## config.mk

```make
export PLATFORM = sky130hd
export DESIGN_NAME = rca_seq_add_ctrl_flat
export DESIGN_NICKNAME = d
export VERILOG_FILES = /design/src/rtl/rca_seq_pkg.sv /design/src/rtl/rca_seq_add_ctrl_if.sv /design/src/rtl/rca_slice.sv /design/src/rtl/rca_seq_add_ctrl.sv /design/src/flat_wrapper.sv
export SDC_FILE = /design/constraint.sdc
export NUM_CORES = 1
export LEC_CHECK = 0
export CAP_MARGIN = 20
export CORE_ASPECT_RATIO = 1.5
export CORE_MARGIN = 10
export CORE_UTILIZATION = 45
export DETAILED_ROUTE_END_ITERATION = 8
export GPL_TIMING_DRIVEN = 0
export PLACE_DENSITY = 0.76
export SYNTH_ARGS = -nofsm -noshare
export SYNTH_HDL_FRONTEND = slang
export SYNTH_HIERARCHICAL = 1
export SYNTH_SLANG_ARGS = --single-unit
```

## constraint.sdc

```tcl
create_clock -name clk -period 5.2 [get_ports clk]
set_input_delay 1.04 -clock clk [delete_from_list [all_inputs] [get_ports clk]]
set_output_delay 1.04 -clock clk [all_outputs]
set_load 0.01 [all_outputs]
```

## src/rtl/rca_seq_pkg.sv

```systemverilog
// Shared types and sizing helpers for the sequential ripple-carry adder.
// Latency: n/a (package only).
// Backpressure: n/a (package only).
package rca_seq_pkg;

    localparam int DEF_WIDTH = 32;
    localparam int DEF_SLICE = 8;

    typedef enum logic [1:0] {
        IDLE = 2'd0,
        RUN  = 2'd1,
        DONE = 2'd2
    } state_t;

    // Number of slice passes needed to cover the full operand width.
    function automatic int calc_n(input int width, input int slice);
        return width / slice;
    endfunction

    // Chunk counter width; never narrower than one bit so N=1 still elaborates.
    function automatic int calc_cw(input int n);
        return (n <= 1) ? 1 : $clog2(n);
    endfunction

endpackage

```

## src/rtl/rca_seq_add_ctrl_if.sv

```systemverilog
// Operand/result handshake bundle for rca_seq_add_ctrl; RCA_SEQ_ADD_SUB_EN adds sub/ovf.
// Latency: n/a (wires only).
// Backpressure: valid/ready on both the operand and result sides.
interface rca_seq_add_ctrl_if #(
    parameter int WIDTH = rca_seq_pkg::DEF_WIDTH
);
    logic             in_valid;
    logic             in_ready;
    logic [WIDTH-1:0] a;
    logic [WIDTH-1:0] b;
    logic             cin;
    logic             out_valid;
    logic             out_ready;
    logic [WIDTH-1:0] sum;
    logic             cout;
`ifdef RCA_SEQ_ADD_SUB_EN
    logic             sub;
    logic             ovf;

    modport master (
        output in_valid, a, b, cin, sub, out_ready,
        input  in_ready, out_valid, sum, cout, ovf
    );

    modport slave (
        input  in_valid, a, b, cin, sub, out_ready,
        output in_ready, out_valid, sum, cout, ovf
    );
`else
    modport master (
        output in_valid, a, b, cin, out_ready,
        input  in_ready, out_valid, sum, cout
    );

    modport slave (
        input  in_valid, a, b, cin, out_ready,
        output in_ready, out_valid, sum, cout
    );
`endif
endinterface

```

## src/rtl/rca_slice.sv

```systemverilog
// SLICE-bit ripple-carry adder made of a chain of 1-bit full-adder cells.
// Latency: purely combinational.
// Backpressure: none; the controller decides when the result is consumed.
module rca_slice #(
    parameter int SLICE = rca_seq_pkg::DEF_SLICE
) (
    input  logic [SLICE-1:0] a,
    input  logic [SLICE-1:0] b,
    input  logic             cin,
    output logic [SLICE-1:0] sum,
    output logic             cout
);

    logic [SLICE:0] c;

    assign c[0] = cin;

    for (genvar i = 0; i < SLICE; i++) begin : g_fa
        assign sum[i]  = a[i] ^ b[i] ^ c[i];
        assign c[i+1]  = (a[i] & b[i]) | (c[i] & (a[i] ^ b[i]));
    end

    assign cout = c[SLICE];

endmodule

```

## src/rtl/rca_seq_add_ctrl.sv

```systemverilog
// Wide add sequencer: one shared rca_slice walks WIDTH/SLICE chunks LSB first (RCA_SEQ_ADD_SUB_EN adds subtract).
// Latency: accept at edge T, out_valid at edge T+N; one op per N+2 cycles.
// Backpressure: in_ready only in IDLE; result held stable in DONE until out_ready.
module rca_seq_add_ctrl
    import rca_seq_pkg::*;
#(
    parameter int WIDTH = DEF_WIDTH,
    parameter int SLICE = DEF_SLICE
) (
    input  logic                 clk,
    input  logic                 rst,
    rca_seq_add_ctrl_if.slave    io
);

    localparam int N  = calc_n(WIDTH, SLICE);
    localparam int CW = calc_cw(N);
    localparam logic [CW-1:0] LAST = CW'(N - 1);

    if (WIDTH % SLICE != 0) begin : g_bad_width
        $error("rca_seq_add_ctrl: WIDTH must be a multiple of SLICE");
    end

    state_t           state_q;
    state_t           state_d;
    logic             accept;
    logic             in_rdy;
    logic             out_vld;

    logic [WIDTH-1:0] a_q;
    logic [WIDTH-1:0] b_q;
    logic [WIDTH-1:0] sum_q;
    logic             carry_q;
    logic [CW-1:0]    cnt_q;

    logic [SLICE-1:0] sl_a;
    logic [SLICE-1:0] sl_b;
    logic [SLICE-1:0] sl_sum;
    logic             sl_co;

    // State register.
    always_ff @(posedge clk) begin
        if (rst) begin
            state_q <= IDLE;
        end else begin
            state_q <= state_d;
        end
    end

    // Next state and handshake outputs, decoded from the current state.
    always_comb begin
        state_d = state_q;
        in_rdy  = 1'b0;
        out_vld = 1'b0;
        accept  = 1'b0;
        case (state_q)
            IDLE: begin
                in_rdy = 1'b1;
                if (io.in_valid) begin
                    accept  = 1'b1;
                    state_d = RUN;
                end
            end
            RUN: begin
                if (cnt_q == LAST) begin
                    state_d = DONE;
                end
            end
            DONE: begin
                out_vld = 1'b1;
                if (io.out_ready) begin
                    state_d = IDLE;
                end
            end
            default: state_d = IDLE;
        endcase
    end

    // Route chunk cnt_q of each operand into the shared slice.
    always_comb begin
        sl_a = '0;
        sl_b = '0;
        for (int k = 0; k < N; k++) begin
            if (cnt_q == CW'(k)) begin
                sl_a = a_q[k*SLICE +: SLICE];
                sl_b = b_q[k*SLICE +: SLICE];
            end
        end
    end

    rca_slice #(
        .SLICE (SLICE)
    ) u_slice (
        .a    (sl_a),
        .b    (sl_b),
        .cin  (carry_q),
        .sum  (sl_sum),
        .cout (sl_co)
    );

`ifdef RCA_SEQ_ADD_SUB_EN
    logic ovf_q;
    logic msb_cin;

    // Carry into the chunk MSB, recovered from the slice sum bit.
    assign msb_cin = sl_a[SLICE-1] ^ sl_b[SLICE-1] ^ sl_sum[SLICE-1];

    // Overflow flag; the last RUN chunk leaves the full-width value behind.
    always_ff @(posedge clk) begin
        if (rst || accept) begin
            ovf_q <= 1'b0;
        end else if (state_q == RUN) begin
            ovf_q <= msb_cin ^ sl_co;
        end
    end

    assign io.ovf = out_vld & ovf_q;
`endif

    // Operand capture at accept, then one chunk per RUN cycle into sum/carry.
    always_ff @(posedge clk) begin
        if (rst) begin
            a_q     <= '0;
            b_q     <= '0;
            sum_q   <= '0;
            carry_q <= 1'b0;
            cnt_q   <= '0;
        end else if (accept) begin
            a_q   <= io.a;
            cnt_q <= '0;
`ifdef RCA_SEQ_ADD_SUB_EN
            // Subtract as A + ~B + 1; the caller's cin is irrelevant then.
            b_q     <= io.sub ? ~io.b : io.b;
            carry_q <= io.sub ? 1'b1 : io.cin;
`else
            b_q     <= io.b;
            carry_q <= io.cin;
`endif
        end else if (state_q == RUN) begin
            for (int k = 0; k < N; k++) begin
                if (cnt_q == CW'(k)) begin
                    sum_q[k*SLICE +: SLICE] <= sl_sum;
                end
            end
            carry_q <= sl_co;
            cnt_q   <= cnt_q + 1'b1;
        end
    end

    assign io.in_ready  = in_rdy;
    assign io.out_valid = out_vld;
    assign io.sum       = sum_q;
    assign io.cout      = out_vld & carry_q;

endmodule

```

## src/flat_wrapper.sv

```systemverilog
// flat-port wrapper written by rule: the top's interface ports become plain ports
module rca_seq_add_ctrl_flat import rca_seq_pkg::*;
#(
    parameter int WIDTH = DEF_WIDTH,
    parameter int SLICE = DEF_SLICE
)
  (clk, rst, io_in_valid, io_a, io_b, io_cin, io_out_ready, io_in_ready, io_out_valid, io_sum, io_cout);
  rca_seq_add_ctrl_if #(.WIDTH(WIDTH)) io_i ();
  input  logic clk;
  input  logic rst;
  input wire logic [$bits(io_i.in_valid)-1:0] io_in_valid;
  input wire logic [$bits(io_i.a)-1:0] io_a;
  input wire logic [$bits(io_i.b)-1:0] io_b;
  input wire logic [$bits(io_i.cin)-1:0] io_cin;
  input wire logic [$bits(io_i.out_ready)-1:0] io_out_ready;
  output wire logic [$bits(io_i.in_ready)-1:0] io_in_ready;
  output wire logic [$bits(io_i.out_valid)-1:0] io_out_valid;
  output wire logic [$bits(io_i.sum)-1:0] io_sum;
  output wire logic [$bits(io_i.cout)-1:0] io_cout;
  assign io_i.in_valid = io_in_valid;
  assign io_i.a = io_a;
  assign io_i.b = io_b;
  assign io_i.cin = io_cin;
  assign io_i.out_ready = io_out_ready;
  assign io_in_ready = io_i.in_ready;
  assign io_out_valid = io_i.out_valid;
  assign io_sum = io_i.sum;
  assign io_cout = io_i.cout;
  rca_seq_add_ctrl #(.WIDTH(WIDTH), .SLICE(SLICE)) u_core (.clk(clk), .rst(rst), .io(io_i));
endmodule
```

==> metrics, run 1 <==
status complete, no violations; CTS max path bufs 2; most frequent cells in the layout 176 x nand2_1, 102 x clkdlybuf4s50_1, 99 x dfxtp_1, 97 x a21oi_1, 32 x nand3_1; Reg2Reg Depth 21; final total power 1830 µW; Worst Slack Setup Final 0.216 ns; final setup violating endpoints 0; first-pass GRT wire length 20900 µm; vias 4172; CTS Buf Count 9; Die Y 140 µm; final RePlAce weighted congestion 0.953; startpoint types flop; #FFs+latches synth 101; Synth warnings 6; Post-Route WL 13000 µm; top cell type's share of synthesized area 0.468; final count of hold timing violations 0; Ports 104; fraction of registers with async set/reset 0; Gate Count Post-Synth 545; layout cells sized above 1 0.0695; die area 0.0140 mm²; Peak VDD IR 0.189 mV; Starting Density 0.465; dpl hpwl 10300 µm; CTS tree built; cell area power density 313 mW/mm²; vias in the first global route 4278; first-pass iteration count of the detailed router 5; CP Class reg -> reg; Syn Nets 626; synth top area cells dfxtp_1 47%, nand2_1 15%, a21oi_1 11%; largest area contributor in the netlist dfxtp_1; WP data arrival 5.26 ns; R2R setup slack 0.22 ns; setup TNS 0 ns; fin util 0.628; Rows 43; HP Class reg -> reg; data required time at the worst endpoint 5.48 ns; initial antenna violation count 0; Non-Filler Instances 774; clk slew on worst S/H paths 0.07 ns; ANT nets after route 0; crit path time final 4.98 ns; max_cap viols 0; max_slew headroom 0.592; # DRC 0; number of distinct library cells after synthesis 26; core area 0.00931 mm²; Worst Setup EP u_core/io.sum[15]; ANT cells 0; die width 100 µm; Setup crit end kind flop; gr usage total 0.185; clk_skew 0.00620 ns; Crit. Startpoint u_core/cnt_q[0]; achievable frequency 201 MHz; pin count of the biggest net entering global routing 17; Post-layout nets 738; fill count 825; WL per Instance 16.8 µm; Hold Buf Count CTS 0; H-Tree Depth 3; Reg-to-Reg End u_core/io.sum[15]; launching point of the worst reg2reg path u_core/cnt_q[0]; port bufs 102; critical path peak fanout 10; dpl ws -0.161 ns; Seq/Total Area, Yosys 0.468; TritonCTS Sinks 101; Leak 0.00212 µW; grt total ovfl 0; Post-synth EDFFs 0; Root Buffer clkbuf_16; Final Max Tran Viols 0; syn_area_per_cell 7.93 µm²; Top FF cell, synth dfxtp_1; fin crit share 0.958; placed cells 759; RSZ-0062 raised after global routing no; initial drt markers 271; Syn-to-layout area delta 35.3%; Slew @ Worst Pin 0.612 ns; vias per cell 5.39; Worst-Skew Late Latency 0.35 ns; commonest non-fill, non-tap cell in the layout nand2_1; Post-Syn Area 0.00432 mm²
==> per-stage QoR <==
stage | area, µm² | hold slack [ns]
after floorplan | 4320 | 0.436
after global placement | 5490 | 0.443
after detailed placement | 5490 | 0.448
after CTS | 5830 | 0.457
after global routing | 5850 | 0.477
final | 5850 | 0.457
==> cells in the mapped netlist (all sizes together) (4+ instances only) <==
cell	count
ha	4
o31ai	16
clkbuf	26
dfxtp	101
nand2	176
nand3	32
buf	20
nor2b	19
inv	12
fa	8
nand3b	4
a221oi	16
a21oi	98
==> routing by layer <==
layer  wire length [µm]  global-route usage  vias to the layer above
met5                  0                   0                        -
met4                568               0.101                        0
met3                843              0.0473                       37
met2               6590               0.321                      162
met1               5020               0.199                     1926
li1                   -                   -                     2047
==> flip-flops by register name (all words and copies together) (netlist names) <==
signal and count:
u_core/cnt_q 2, u_core/a_q 32, u_core/b_q 32, u_core/state_q 2, u_core/io.sum 32, u_core/carry_q 1
==> repair_timing <==
| item | 4_1_cts | 5_1_grt |
|---|---|---|
| hold endpoints to repair | 0 | 0 |
| setup buffers | 0 | 0 |
| pin swaps | 0 | 1 |
| gates resized for setup | 7 | 8 |
| gates cloned | 0 | 0 |
| endpoints found under the setup margin | 4 | 6 |
==> layout make-up <==
type,count,area (µm²),share of cell area
Timing Repair Buffer,102,1020,0.175
Tap cell,112,140,0.0240
Clock inverter,6,86.3,0.0148
Sequential cell,101,2030,0.347
Multi-Input combinational cell,386,2080,0.355
Buffer,45,224,0.0383
Clock buffer,10,229,0.0391
Inverter,12,45.0,0.00770
==> critical path: stages (launching register included) <==
cell and delay, ns:
dfxtp_4 0.37, inv_1 0.06, ha_1 0.18, buf_4 0.17
nor2b_4 0.16, buf_4 0.19, a221oi_4 0.29, o31ai_4 0.12
fa_1 0.44, inv_1 0.07, fa_1 0.16, inv_1 0.05
fa_1 0.37, fa_2 0.36, fa_2 0.35, fa_1 0.39
fa_1 0.38, inv_1 0.09, fa_1 0.42, inv_2 0.09
nand3_1 0.08, a21oi_2 0.13
==> cell families (layout without fill, tap and decap cells) <==
logic type,count (synthesis),after routing,share of synthesized area
simple gates,240,240,0.238
compound gates,131,131,0.177
flops,101,101,0.468
buf+inv,58,175,0.0631
fa+ha+maj,12,12,0.0486
mux,2,2,0.00463
xor+xnor,1,1,0.00203
==> report_power, final <==
group | internal [µW] | switching [µW] | total (µW)
logic | 129 | 159 | 288
registers | 812 | 23.5 | 836
clock network | 422 | 286 | 708
total | 1360 | 469 | 1830
==> worst min path at each step <==
stage | from | endpoint | slack (ns) | cells after the start
after floorplan | u_core/a_q[0] | u_core/a_q[0] | 0.44 | 2
after global placement | u_core/a_q[8] | u_core/a_q[8] | 0.44 | 2
after detailed placement | u_core/io.sum[20] | u_core/io.sum[20] | 0.45 | 2
after CTS | u_core/io.sum[20] | u_core/io.sum[20] | 0.46 | 2
after global routing | u_core/b_q[6] | u_core/b_q[6] | 0.48 | 2
final | u_core/io.sum[19] | u_core/io.sum[19] | 0.46 | 2
No activity file was read; power rests on OpenSTA's default activity.
==> run 2: changes to the inputs <==
Settings changed: HOLD_SLACK_MARGIN set to 0.05.
==> results of run 2 <==
No change in the layout: final DEF, timing and power equal those of run 1.
==> run 3: changes to the inputs <==
Settings changed: PLACE_DENSITY 0.76 to 0.79.
==> metrics, run 3 (synthesis results as in run 1) <==
status complete, no violations; initial drt markers 328; fin crit share 0.951; ANT nets after route 0; Peak VDD IR 0.206 mV; CP Class reg -> reg; cell area power density 306 mW/mm²; Rows 43; R2R setup slack 0.26 ns; CTS max path bufs 2; Reg2Reg Depth 21; vias 4245; Sw Share 0.266; TritonCTS Sinks 101; max_slew headroom 0.542; WP data arrival 5.23 ns; RSZ-0062 raised after global routing no; dpl ws -0.162 ns; Clk pwr share 0.369; Hold Buf Count CTS 0; H-Tree Depth 3; startpoint types flop; setup bufs post-CTS 0; core area 0.00931 mm²; CTS Buf Count 9; Hold Path Stages 2; critical path peak fanout 10; commonest non-fill, non-tap cell in the layout nand2_1; Root Buffer clkbuf_16; internal cell power 1310 µW; clk_skew 0.00908 ns; max_cap viols 0; die width 100 µm; first-pass iteration count of the detailed router 4; Starting Density 0.465; HP Class reg -> reg; fill count 819; crit path time final 4.94 ns; Post-layout nets 738; Final Max Tran Viols 0; initial antenna violation count 0; final RePlAce weighted congestion 0.935; vias per cell 5.49; vias in the first global route 4401; data required time at the worst endpoint 5.49 ns; Gate power share 0.163; final count of hold timing violations 0; Worst Slack Setup Final 0.256 ns; ANT cells 0; grt total ovfl 0; most frequent cells in the layout 176 x nand2_1, 102 x clkdlybuf4s50_1, 99 x dfxtp_1, 96 x a21oi_1, 32 x nand3_1; Die Y 140 µm; die area 0.0140 mm²; gr usage total 0.190; final setup violating endpoints 0; Worst-Skew Late Latency 0.35 ns; Setup crit end kind flop; sw power 475 µW; WL per Instance 17.6 µm; layout cells sized above 1 0.0756; CTS tree built; clk slew on worst S/H paths 0.07 ns; first-pass GRT wire length 21500 µm; # DRC 0; Ports 104; Slew @ Worst Pin 0.687 ns; Sequential Power Share 0.468; pin count of the biggest net entering global routing 17; port bufs 102; Post-Route WL 13600 µm; fin util 0.627; Leak 0.00211 µW; Syn-to-layout area delta 34.9%; achievable frequency 202 MHz; dpl hpwl 10500 µm
[run 3: worst max-delay path, stage by stage, from the launching register on]
cell and delay (ns):
dfxtp_4 0.37, inv_1 0.06, ha_1 0.19, buf_4 0.17, nor2b_4 0.16, buf_6 0.16
a221oi_4 0.32, o31ai_4 0.11, fa_1 0.44, inv_1 0.08, fa_1 0.16, inv_1 0.05
fa_1 0.37, fa_2 0.35, fa_1 0.39, fa_2 0.35, fa_2 0.35, inv_2 0.07
fa_1 0.42, inv_2 0.09, nand3_1 0.08, a21oi_2 0.15
[run 3: metrics by stage]
stage / hold slack, ns / TNS (ns) / instance area (µm²) / instances / total power (µW)
after floorplan: 0.436 / 0 / 4320 / 545 / 1000
after global placement: 0.444 / -0.00706 / 5490 / 759 / 1120
after detailed placement: 0.448 / -0.597 / 5490 / 759 / 1130
after CTS: 0.458 / 0 / 5800 / 773 / 1790
after global routing: 0.472 / 0 / 5830 / 773 / 1840
final: 0.458 / 0 / 5830 / 773 / 1790
[run 3: power groups by stage]
stage                     Sequential [µW]  Combinational (µW)  Clock (µW)
after floorplan                       847                 153           0
after global placement                850                 272           0
after detailed placement              852                 279           0
after CTS                             835                 283         667
after global routing                  839                 313         692
final                                 836                 291         660
[run 3: worst paths after layout]
kind / start / to
worst max register to register: u_core/cnt_q[0] / u_core/io.sum[31]
worst min register to register: u_core/io.sum[27] / u_core/io.sum[27]
worst min-delay path: u_core/io.sum[27] / u_core/io.sum[27]
worst max-delay path: u_core/cnt_q[0] / u_core/io.sum[31]
[run 3: area by class of cell]
class | count | area, µm² | area share
Tap cell | 112 | 140 | 0.0240
Clock buffer | 9 | 225 | 0.0386
Multi-Input combinational cell | 386 | 2080 | 0.357
Inverter | 12 | 45.0 | 0.00772
Timing Repair Buffer | 102 | 1020 | 0.175
Clock inverter | 6 | 63.8 | 0.0109
Sequential cell | 101 | 2030 | 0.347
Buffer | 45 | 229 | 0.0392
[run 3: per-layer routing]
metal	global-route usage	vias up	wire, µm
li1	-	2036	-
met1	0.190	1984	4990
met2	0.352	187	7240
met3	0.0448	38	884
met4	0.0925	0	485
met5	0	-	0
[run 3: what timing repair did]
item                                    4_1_cts  5_1_grt
pin swaps                                     0        3
endpoints found under the setup margin        4        5
gates resized for setup                       7       15
